## config.mk

```make
export PLATFORM = sky130hd
export DESIGN_NAME = matrix_skew_feeder
export DESIGN_NICKNAME = d
export VERILOG_FILES = /design/src/rtl/matrix_pkg.sv /design/src/rtl/skew_delay_line.sv /design/src/rtl/matrix_skew_feeder.sv
export SDC_FILE = /design/constraint.sdc
export NUM_CORES = 1
export LEC_CHECK = 0
export CORE_MARGIN = 2
export CORE_UTILIZATION = 23
export DETAILED_ROUTE_END_ITERATION = 10
export SYNTH_ARGS = -nofsm -noshare
export SYNTH_HDL_FRONTEND = slang
export SYNTH_SLANG_ARGS = --single-unit
```

## constraint.sdc

```tcl
create_clock -name clk -period 2.1 [get_ports clk]
set_clock_uncertainty 0.05 [all_clocks]
set_input_delay 0.315 -clock clk [delete_from_list [all_inputs] [get_ports clk]]
set_output_delay 0.315 -clock clk [all_outputs]
set_load 0.1 [all_outputs]
```

## src/rtl/matrix_pkg.sv

```systemverilog
// Shared types and helpers for the systolic matrix multiplier operand path.
package matrix_pkg;

    localparam int unsigned DEFAULT_DATA_WIDTH = 8;

    typedef enum logic [1:0] {
        IDLE  = 2'd0,
        LOAD  = 2'd1,
        DRAIN = 2'd2,
        DONE  = 2'd3
    } feeder_state_t;

    // LSB position of a lane inside a packed lane bus
    function automatic int unsigned lane_lsb(input int unsigned lane, input int unsigned width);
        return lane * width;
    endfunction

endpackage

```

## src/rtl/skew_delay_line.sv

```systemverilog
// DELAY-stage register chain with advance enable and synchronous clear.
// DELAY=0 is a pure pass-through; the owner's output register supplies the timing.
module skew_delay_line
    import matrix_pkg::*;
#(
    parameter int unsigned DATA_WIDTH = DEFAULT_DATA_WIDTH,
    parameter int unsigned DELAY      = 0
) (
    input  logic                  clk,
    input  logic                  reset_n,
    input  logic                  clear_i,
    input  logic                  advance_i,
    input  logic [DATA_WIDTH-1:0] in_data_i,
    output logic [DATA_WIDTH-1:0] out_data_o
);

    generate
        if (DELAY == 0) begin : g_bypass
            logic w_unused_ctrl;
            assign w_unused_ctrl = ^{clk, reset_n, clear_i, advance_i};
            assign out_data_o    = in_data_i;
        end else begin : g_chain
            logic [DELAY-1:0][DATA_WIDTH-1:0] r_stage;

            always_ff @(posedge clk or negedge reset_n) begin
                if (!reset_n) begin
                    r_stage <= '0;
                end else if (clear_i) begin
                    r_stage <= '0;
                end else if (advance_i) begin
                    r_stage[0] <= in_data_i;
                    for (int j = 1; j < int'(DELAY); j++) begin
                        r_stage[j] <= r_stage[j-1];
                    end
                end
            end

            assign out_data_o = r_stage[DELAY-1];
        end
    endgenerate

endmodule

```

## src/rtl/matrix_skew_feeder.sv

```systemverilog
// Re-times K operand vectors into N diagonally skewed lanes plus N-1 zero flush steps.
// Optional stall counter output enabled by MATRIX_SKEW_FEEDER_STALL_CNT_EN.
module matrix_skew_feeder
    import matrix_pkg::*;
#(
    parameter  int unsigned DATA_WIDTH = DEFAULT_DATA_WIDTH,
    parameter  int unsigned N          = 4,
    parameter  int unsigned K_MAX      = 16,
    localparam int unsigned KW         = $clog2(K_MAX + 1)
) (
    input  logic                    clk,
    input  logic                    reset_n,
    input  logic                    start_i,
    input  logic [KW-1:0]           k_len_i,
    input  logic [N*DATA_WIDTH-1:0] in_data_i,
    input  logic                    in_valid_i,
    output logic                    in_ready_o,
    output logic [N*DATA_WIDTH-1:0] lane_data_o,
    output logic                    shift_o,
    output logic                    busy_o,
    output logic                    done_o
`ifdef MATRIX_SKEW_FEEDER_STALL_CNT_EN
    ,
    output logic [15:0]             stall_cnt_o
`endif
);

    localparam int unsigned SW = $clog2(K_MAX + N);
    localparam int unsigned BW = N * DATA_WIDTH;

    feeder_state_t   r_state;
    feeder_state_t   w_state_nxt;
    logic [KW-1:0]   r_k;
    logic [SW-1:0]   r_step;
    logic            r_shift;
    logic            r_busy;
    logic            r_done;
    logic [BW-1:0]   r_lane;

    logic            w_advance;
    logic            w_clear;
    logic            w_start_acc;
    logic [KW-1:0]   w_k_eff;
    logic [SW-1:0]   w_step_inc;
    logic [BW-1:0]   w_feed;
    logic [BW-1:0]   w_lane_nxt;

    assign w_k_eff    = (k_len_i > KW'(K_MAX)) ? KW'(K_MAX) : k_len_i;
    assign w_step_inc = r_step + SW'(1);
    assign w_feed     = (r_state == LOAD) ? in_data_i : '0;

    // State register
    always_ff @(posedge clk or negedge reset_n) begin
        if (!reset_n) begin
            r_state <= IDLE;
        end else begin
            r_state <= w_state_nxt;
        end
    end

    // Next state and step control; r_busy gate keeps start ignored during the done pulse
    always_comb begin
        w_state_nxt = r_state;
        w_advance   = 1'b0;
        w_clear     = 1'b0;
        w_start_acc = 1'b0;
        case (r_state)
            IDLE: begin
                if (start_i && !r_busy) begin
                    w_start_acc = 1'b1;
                    if (w_k_eff == '0) begin
                        w_state_nxt = DONE;
                    end else begin
                        w_clear     = 1'b1;
                        w_state_nxt = LOAD;
                    end
                end
            end
            LOAD: begin
                if (in_valid_i) begin
                    w_advance = 1'b1;
                    if (w_step_inc == SW'(r_k)) begin
                        w_state_nxt = (N > 1) ? DRAIN : DONE;
                    end
                end
            end
            DRAIN: begin
                w_advance = 1'b1;
                if (w_step_inc == SW'(r_k) + SW'(N - 1)) begin
                    w_state_nxt = DONE;
                end
            end
            DONE: begin
                w_state_nxt = IDLE;
            end
            default: begin
                w_state_nxt = IDLE;
            end
        endcase
    end

    // Done pulse trails the DONE state so it lands after the final shift pulse
    always_ff @(posedge clk or negedge reset_n) begin
        if (!reset_n) begin
            r_k     <= '0;
            r_step  <= '0;
            r_shift <= 1'b0;
            r_busy  <= 1'b0;
            r_done  <= 1'b0;
            r_lane  <= '0;
        end else begin
            r_shift <= w_advance;
            r_busy  <= (w_state_nxt != IDLE) || (r_state == DONE);
            r_done  <= (r_state == DONE);
            if (w_start_acc) begin
                r_k    <= w_k_eff;
                r_step <= '0;
            end else if (w_advance) begin
                r_step <= w_step_inc;
            end
            if (w_advance) begin
                r_lane <= w_lane_nxt;
            end
        end
    end

    generate
        for (genvar gi = 0; gi < int'(N); gi++) begin : g_lane
            localparam int unsigned LSB = lane_lsb(gi, DATA_WIDTH);
            logic [DATA_WIDTH-1:0] w_tap;

            skew_delay_line #(
                .DATA_WIDTH (DATA_WIDTH),
                .DELAY      (gi)
            ) u_delay (
                .clk        (clk),
                .reset_n    (reset_n),
                .clear_i    (w_clear),
                .advance_i  (w_advance),
                .in_data_i  (w_feed[LSB +: DATA_WIDTH]),
                .out_data_o (w_tap)
            );

            assign w_lane_nxt[LSB +: DATA_WIDTH] = w_tap;
        end
    endgenerate

`ifdef MATRIX_SKEW_FEEDER_STALL_CNT_EN
    logic [15:0] r_stall_cnt;

    // Saturating count of LOAD cycles without an offered vector
    always_ff @(posedge clk or negedge reset_n) begin
        if (!reset_n) begin
            r_stall_cnt <= '0;
        end else if (w_start_acc) begin
            r_stall_cnt <= '0;
        end else if ((r_state == LOAD) && !in_valid_i && (r_stall_cnt != 16'hFFFF)) begin
            r_stall_cnt <= r_stall_cnt + 16'd1;
        end
    end

    assign stall_cnt_o = r_stall_cnt;
`endif

    assign in_ready_o  = (r_state == LOAD);
    assign lane_data_o = r_lane;
    assign shift_o     = r_shift;
    assign busy_o      = r_busy;
    assign done_o      = r_done;

endmodule

```

**After elaboration in Yosys (flattened, before gate mapping)**

Cells that the tools add are included.

- Bits in registers: 95
- Input bits: 41
- Word-level logic and storage cells: 52
- Output and inout bits: 36

- Add/sub/neg operators: 2
- Multiplexer cells: 23
- Reduce and logical (&&, ||, !) cells: 8
- Order comparisons: 1
- Eq/ne operators: 5

Operator list:

| cell | number |
|---|---|
| $mux 24 | 2 |
| $mux 16 | 2 |
| $mux 32 | 1 |
| $mux 8 | 2 |
| $mux 5 | 3 |
| $eq 5x5->1 | 2 |
| $mux 2 | 5 |
| $pmux 2 s4 | 1 |
| $mux 1 | 6 |
| $reduce_bool 2->1 | 3 |
| $add 5x1->5 const B | 1 |
| $add 5x2->5 const B | 1 |
| $gt 5x5->1 const B | 1 |
| $logic_not 5->1 | 1 |
| $eq 2x2->1 const B | 2 |
| $eq 2x1->1 const B | 1 |
| $logic_not 2->1 | 1 |
| $pmux 1 s2 | 1 |
| $logic_and 1x1->1 | 1 |
| $logic_not 1->1 | 1 |
| $logic_or 1x1->1 | 1 |

**Longest topological paths before layout**

- Depth after elaboration: 8
- Depth in mapped cells: 10
- Mapped depth without buffers: 7

**Cells and area by module**

From an unflattened synthesis, not the netlist that was laid out.

- Cells, all modules: 447
- Area total of the unflattened synthesis: 4,468.0 µm²

By module, submodules not included:

| module | area an instance (µm²) | instances | cells an instance | sequential area each (µm²) |
|---|---|---|---|---|
| matrix_skew_feeder | 2,312.2 | 1 | 268 | 1,176.1 |
| skew_delay_line at g_lane[3].u_delay | 1,049.8 | 1 | 85 | 600.6 |
| skew_delay_line at g_lane[2].u_delay | 720.7 | 1 | 60 | 400.4 |
| skew_delay_line at g_lane[1].u_delay | 325.3 | 1 | 26 | 200.2 |
| skew_delay_line at g_lane[0].u_delay | 60.1 | 1 | 8 | 0.0 |

**Least setup slack after synthesis**

OpenSTA, ideal clock, no wires.

- Path kind: flip-flop to flip-flop
- From: register r_state[1]
- To: register g_lane[1].u_delay.g_chain.r_stage (netlist bit g_lane[1].u_delay.out_data_o[0])
- Period minus slack after synthesis: 2.385 ns
- Buffers on the path: 3
- Setup time: 0.077 ns
- Required time: 1.973 ns
- Stages on the path, launching flop included: 11
- Data arrival time: 2.257 ns
- Slack: -0.285 ns
- Cells stage by stage: dfrtp_1 inv_1 ha_1 buf_4 a21o_1 nand2_2 inv_2 buf_6 buf_4 nand3_1 a21oi_1

- Longest elaborated chain between the ends: 4
- Elaborated cells on any way between the ends: 9
- Those cells by class: 2 x eq/ne; 5 x mux; 2 x reduce/logical

Ends and longest elaborated chain:

| item | line | source |
|---|---|---|
| start: declaration | matrix_skew_feeder.sv:31 | `feeder_state_t r_state;` |
| start signal: assignment | matrix_skew_feeder.sv:57 | `r_state <= w_state_nxt;` |
| $eq 2x1->1 * | - |  |
| net in_ready_o | matrix_skew_feeder.sv:17 | `output logic in_ready_o,` |
| $mux 32 | matrix_skew_feeder.sv:50 | `assign w_feed = (r_state == LOAD) ? in_data_i : '0;` |
| $mux 8 | skew_delay_line.sv:30 | `end else if (advance_i) begin` |
| $mux 8 | skew_delay_line.sv:28 | `end else if (clear_i) begin` |
| end signal: indexed assignment | skew_delay_line.sv:33 | `r_stage[j] <= r_stage[j-1];` |
| end: declaration | skew_delay_line.sv:23 | `logic [DELAY-1:0][DATA_WIDTH-1:0] r_stage;` |

The timed path passes the listed nets; every way through them passes the cells marked *. The select of a mux whose other input is x is not followed.
A chain may end at the register's enable or synchronous reset.

**Final worst setup path**

- From: register r_state[1]
- To: output in_ready_o

- Longest elaborated chain between the ends: 1

Ends and longest elaborated chain:

| item | line | source |
|---|---|---|
| $eq 2x1->1 | matrix_skew_feeder.sv:165 | `assign in_ready_o = (r_state == LOAD);` |
| end: declaration | matrix_skew_feeder.sv:17 |  |

Every way passes these cells.

==> out/results.env <==
HOLD_CLASS='register to register'
IO_BUFFERS=76
WORSTHOLDSTART='g_lane[3].u_delay.out_data_o[3]$_DFFE_PN0P_'
DRIVE_ABOVE_1_SHARE_PCT=13.4
TIGHTESTPINTRANSITION_PS=535
YOSYS.CELL_TYPES.COUNT=36
NUMBER_OF_SYNTHESIZED_FLOPS_WITH_AN_ENABLE_PIN=0
DIE_Y_UM=139
CTS_MAX_PATH_BUFFERS=2
SEQCELLAREA_MM2=0.00238
CTS_TREE='yes'
CLOCK.FMAX_MHz=517
FLOORPLAN.CORE_AREA_MM2=0.0178
FINALSETUPVIOLATIONS=0
CRIT_PATH_MAX_FANOUT=22
FIN_SETUP_TNS_PS=0
WORST_R2R_PATH_DEPTH=8
CLK-INSERTION-DELAY-LATE_PS=340
HOLD_DEPTH=2
SYNTH.YOSYS.SEQ_AREA_SHARE_PCT=57.1
MIN_PERIOD_OVER_PERIOD_PCT=92.2
POST-DP-HPWL_MM=5.87
DRV_SLEW=0
FIRST_GLOBAL_VIAS=3236
SYNTH_SEQ_CELLS=95
PERIOD_NEEDED_PS=1940
CRIT-REG2REG-CAPTURE='g_lane[2].u_delay.g_chain.r_stage[1]$_DFFE_PN0P_'
DP_WORST_SETUP_SLACK_PS=230
WORSTSETUPSTARTPOINTTYPE='register'
CTSHTREEMAXLEVEL=3
SYNTH-MAIN-FF-CELL='sky130_fd_sc_hd__dfrtp_1'
INITIAL_CORE_UTIL_PCT=23.3
MAXCAPVIOLATIONS=0
MOST-COMMON-LAYOUT-CELLS='173 x sky130_fd_sc_hd__nand2_1, 95 x sky130_fd_sc_hd__dfrtp_1, 49 x sky130_fd_sc_hd__a21oi_1'
CRIT_REQUIRED_PS=1740
CLK_TRANSITION_REPORTED_PATHS_PS=60
MULTI_INPUT_COMB_AREA_MM2=0.00159
HOLDPATHEND='lane_data_o[27]$_DFFE_PN0P_'
HOLD_FIX_BUFFERS_CTS=1
ROUTE.DETAILED.DRC=0
MAX_TRANSITION_MARGIN_PCT=64.4
SYNTHESIS.INSTANCES=451
TRITONCTS_NUM_SINKS=95
SYNTH.TOP_CELL.AREA_SHARE_PCT=57.1
DIE_AREA_MM2=0.0192
SYNTH_AREA_MM2=0.00417
NUM-NETS-FINAL=566
DRT-WIRELENGTH-PER-CELL_UM=12.3
CORE_UTIL_FINAL_PCT=30.5
R2R_SETUP_SLACK_PS=270
SHARE_OF_FLIP_FLOPS_WITH_AN_ASYNCHRONOUS_SET_OR_RESET_PCT=100
POST-CTS-SETUP-BUFFERS=0
FILL_CELLS=1871
FINAL_REPORT_HOLD_VIOLATION_COUNT=0
FP.DIEW_UM=139
REGTOREGSTARTPOINT='r_state[0]$_DFF_PN0_'
YOSYS-TOP-CELLS-AREA='sky130_fd_sc_hd__dfrtp_1 57%, sky130_fd_sc_hd__nand2_1 16%, sky130_fd_sc_hd__a21oi_1 5.9%'
TIMING.SETUP.CRITICAL_PATH_CLASS='register to output pin'
GP_ROUTABILITY_CONGESTION=0.740
AVGVIACOUNTPERCELL=4.24
DETAIL_ROUTE.FIRST_PASS.ITERATIONS=6
CTS.ROOT.BUFFER_CELL='sky130_fd_sc_hd__clkbuf_16'
POSTSYNTHAREAPERCELL_UM2=9.24
NUM_IO_PINS=77
DPL_CELL_AREA_MM2=0.00511
GRT_START_MAX_NET_PINS=96
SYNTH_FP_NETS=498
SYNTH_TOP_AREA_CELL='sky130_fd_sc_hd__dfrtp_1'
OUTCOME='completed'
SYNTHESIS_TO_LAYOUT_AREA_GROWTH_PCT=30.5
CTS_BUFFERS=9
MOSTFREQUENTLAYOUTCELL='sky130_fd_sc_hd__nand2_1'
GRT_REMAINING_OVERFLOW=0
DETAIL-ROUTE-ANTENNA-NETS=0
CP.ARRIVAL_PS=1570
POST-ROUTE-WORST-SETUP-SLACK_PS=164
ENDPOINT_KIND='output pin'
NUM_ANTENNA_CELLS=0
SETUP.WORST_PATH.START='r_state[1]$_DFF_PN0_'
WIRELENGTH_MM=9.23
NUM_VIAS=3192
CTS_RESIZED=0
GRT_SETUP_UNREPAIRED='no'
GRT_FIRST_PASS_WIRELENGTH_MM=16.0
GLOBAL_ROUTE.USAGE.TOTAL_PCT=10.2
GRT_ANTENNA_BEFORE_REPAIR=0
FINISH.INSTANCE_AREA_MM2=0.00544
DETAILEDROUTE.FIRSTITERATIONVIOLATIONS=183
FLOORPLAN.ROWS=49
YOSYS_WARNINGS=0
[flip-flops by register name, summed over array words and instances (netlist names)]
register                        count
done_o                              1
shift_o                             1
lane_data_o                        32
g_lane.u_delay.g_chain.r_stage     24
r_state                             2
g_lane.u_delay.out_data_o          24
busy_o                              1
r_step                              5
r_k                                 5
[cells in the mapped netlist (2+ instances only)]
master and number:
sky130_fd_sc_hd__a21oi_1 49, sky130_fd_sc_hd__and2b_1 2, sky130_fd_sc_hd__buf_2 14, sky130_fd_sc_hd__buf_4 9, sky130_fd_sc_hd__buf_6 4, sky130_fd_sc_hd__dfrtp_1 95, sky130_fd_sc_hd__ha_1 6, sky130_fd_sc_hd__inv_1 5
sky130_fd_sc_hd__nand2_1 173, sky130_fd_sc_hd__nand2b_1 2, sky130_fd_sc_hd__nand3_1 36, sky130_fd_sc_hd__nand3b_1 5, sky130_fd_sc_hd__nand4_1 3, sky130_fd_sc_hd__nor2_1 10, sky130_fd_sc_hd__o21ai_0 4, sky130_fd_sc_hd__xnor2_1 10
sky130_fd_sc_hd__xnor2_2 2, sky130_fd_sc_hd__xor2_1 4
[metrics by stage]
step	hold WS, ps	cells
5_1_grt	442	753
6_report	415	753
2_1_floorplan	-30.6	451
3_5_place_dp	376	736
3_3_place_gp	375	736
4_1_cts	417	753
[worst max-delay path: stages, from the launching register on]
cell	delay (ps)
sky130_fd_sc_hd__dfrtp_1	440
sky130_fd_sc_hd__inv_1	100
sky130_fd_sc_hd__ha_2	190
sky130_fd_sc_hd__buf_4	270
sky130_fd_sc_hd__buf_12	210
[layout make-up]
cell class,count,share of cell area (%)
repair buffers,86,15.6
flip-flops and latches,95,43.7
inverters,6,0.414
multi-input cells,321,29.2
clock inverters,5,1.52
clock buffers,11,4.28
well taps,229,5.27
[worst max path at each step]
stage / end / slack (ps) / cells after the start
after floorplan: g_lane[1].u_delay.out_data_o[0]$_DFFE_PN0P_ / 40 / 10
after global placement: g_lane[3].u_delay.out_data_o[2]$_DFFE_PN0P_ / 240 / 6
after detailed placement: g_lane[2].u_delay.g_chain.r_stage[1]$_DFFE_PN0P_ / 230 / 7
after CTS: in_ready_o / 140 / 4
after global routing: in_ready_o / 70 / 4
final: in_ready_o / 160 / 4
[metal layers]
| metal | vias up | track usage [%] | wire [um] |
|---|---|---|---|
| met5 | - | 0 | 0 |
| met4 | 0 | 3.38 | 112 |
| met3 | 10 | 2.87 | 377 |
| met2 | 45 | 16.0 | 4330 |
| met1 | 1540 | 13.6 | 4410 |
| li1 | 1597 | - | - |
[logic make-up (layout without fill, tap and decap cells)]
group                    after synthesis  in the layout  share of synthesized area (%)
flip-flops                            95             95                           57.1
XOR/XNOR                              16             16                           3.72
buffers and inverters                 35            108                           5.11
AO/OA/AOI/OAI                         61             61                           8.20
adder cells (fa/ha/maj)                6              6                           1.80
AND/OR/NAND/NOR                      238            238                           24.1
Power is left out: the tool's default activity adds up to more than one toggle a clock period on the data nets, which glitch-free logic cannot reach.
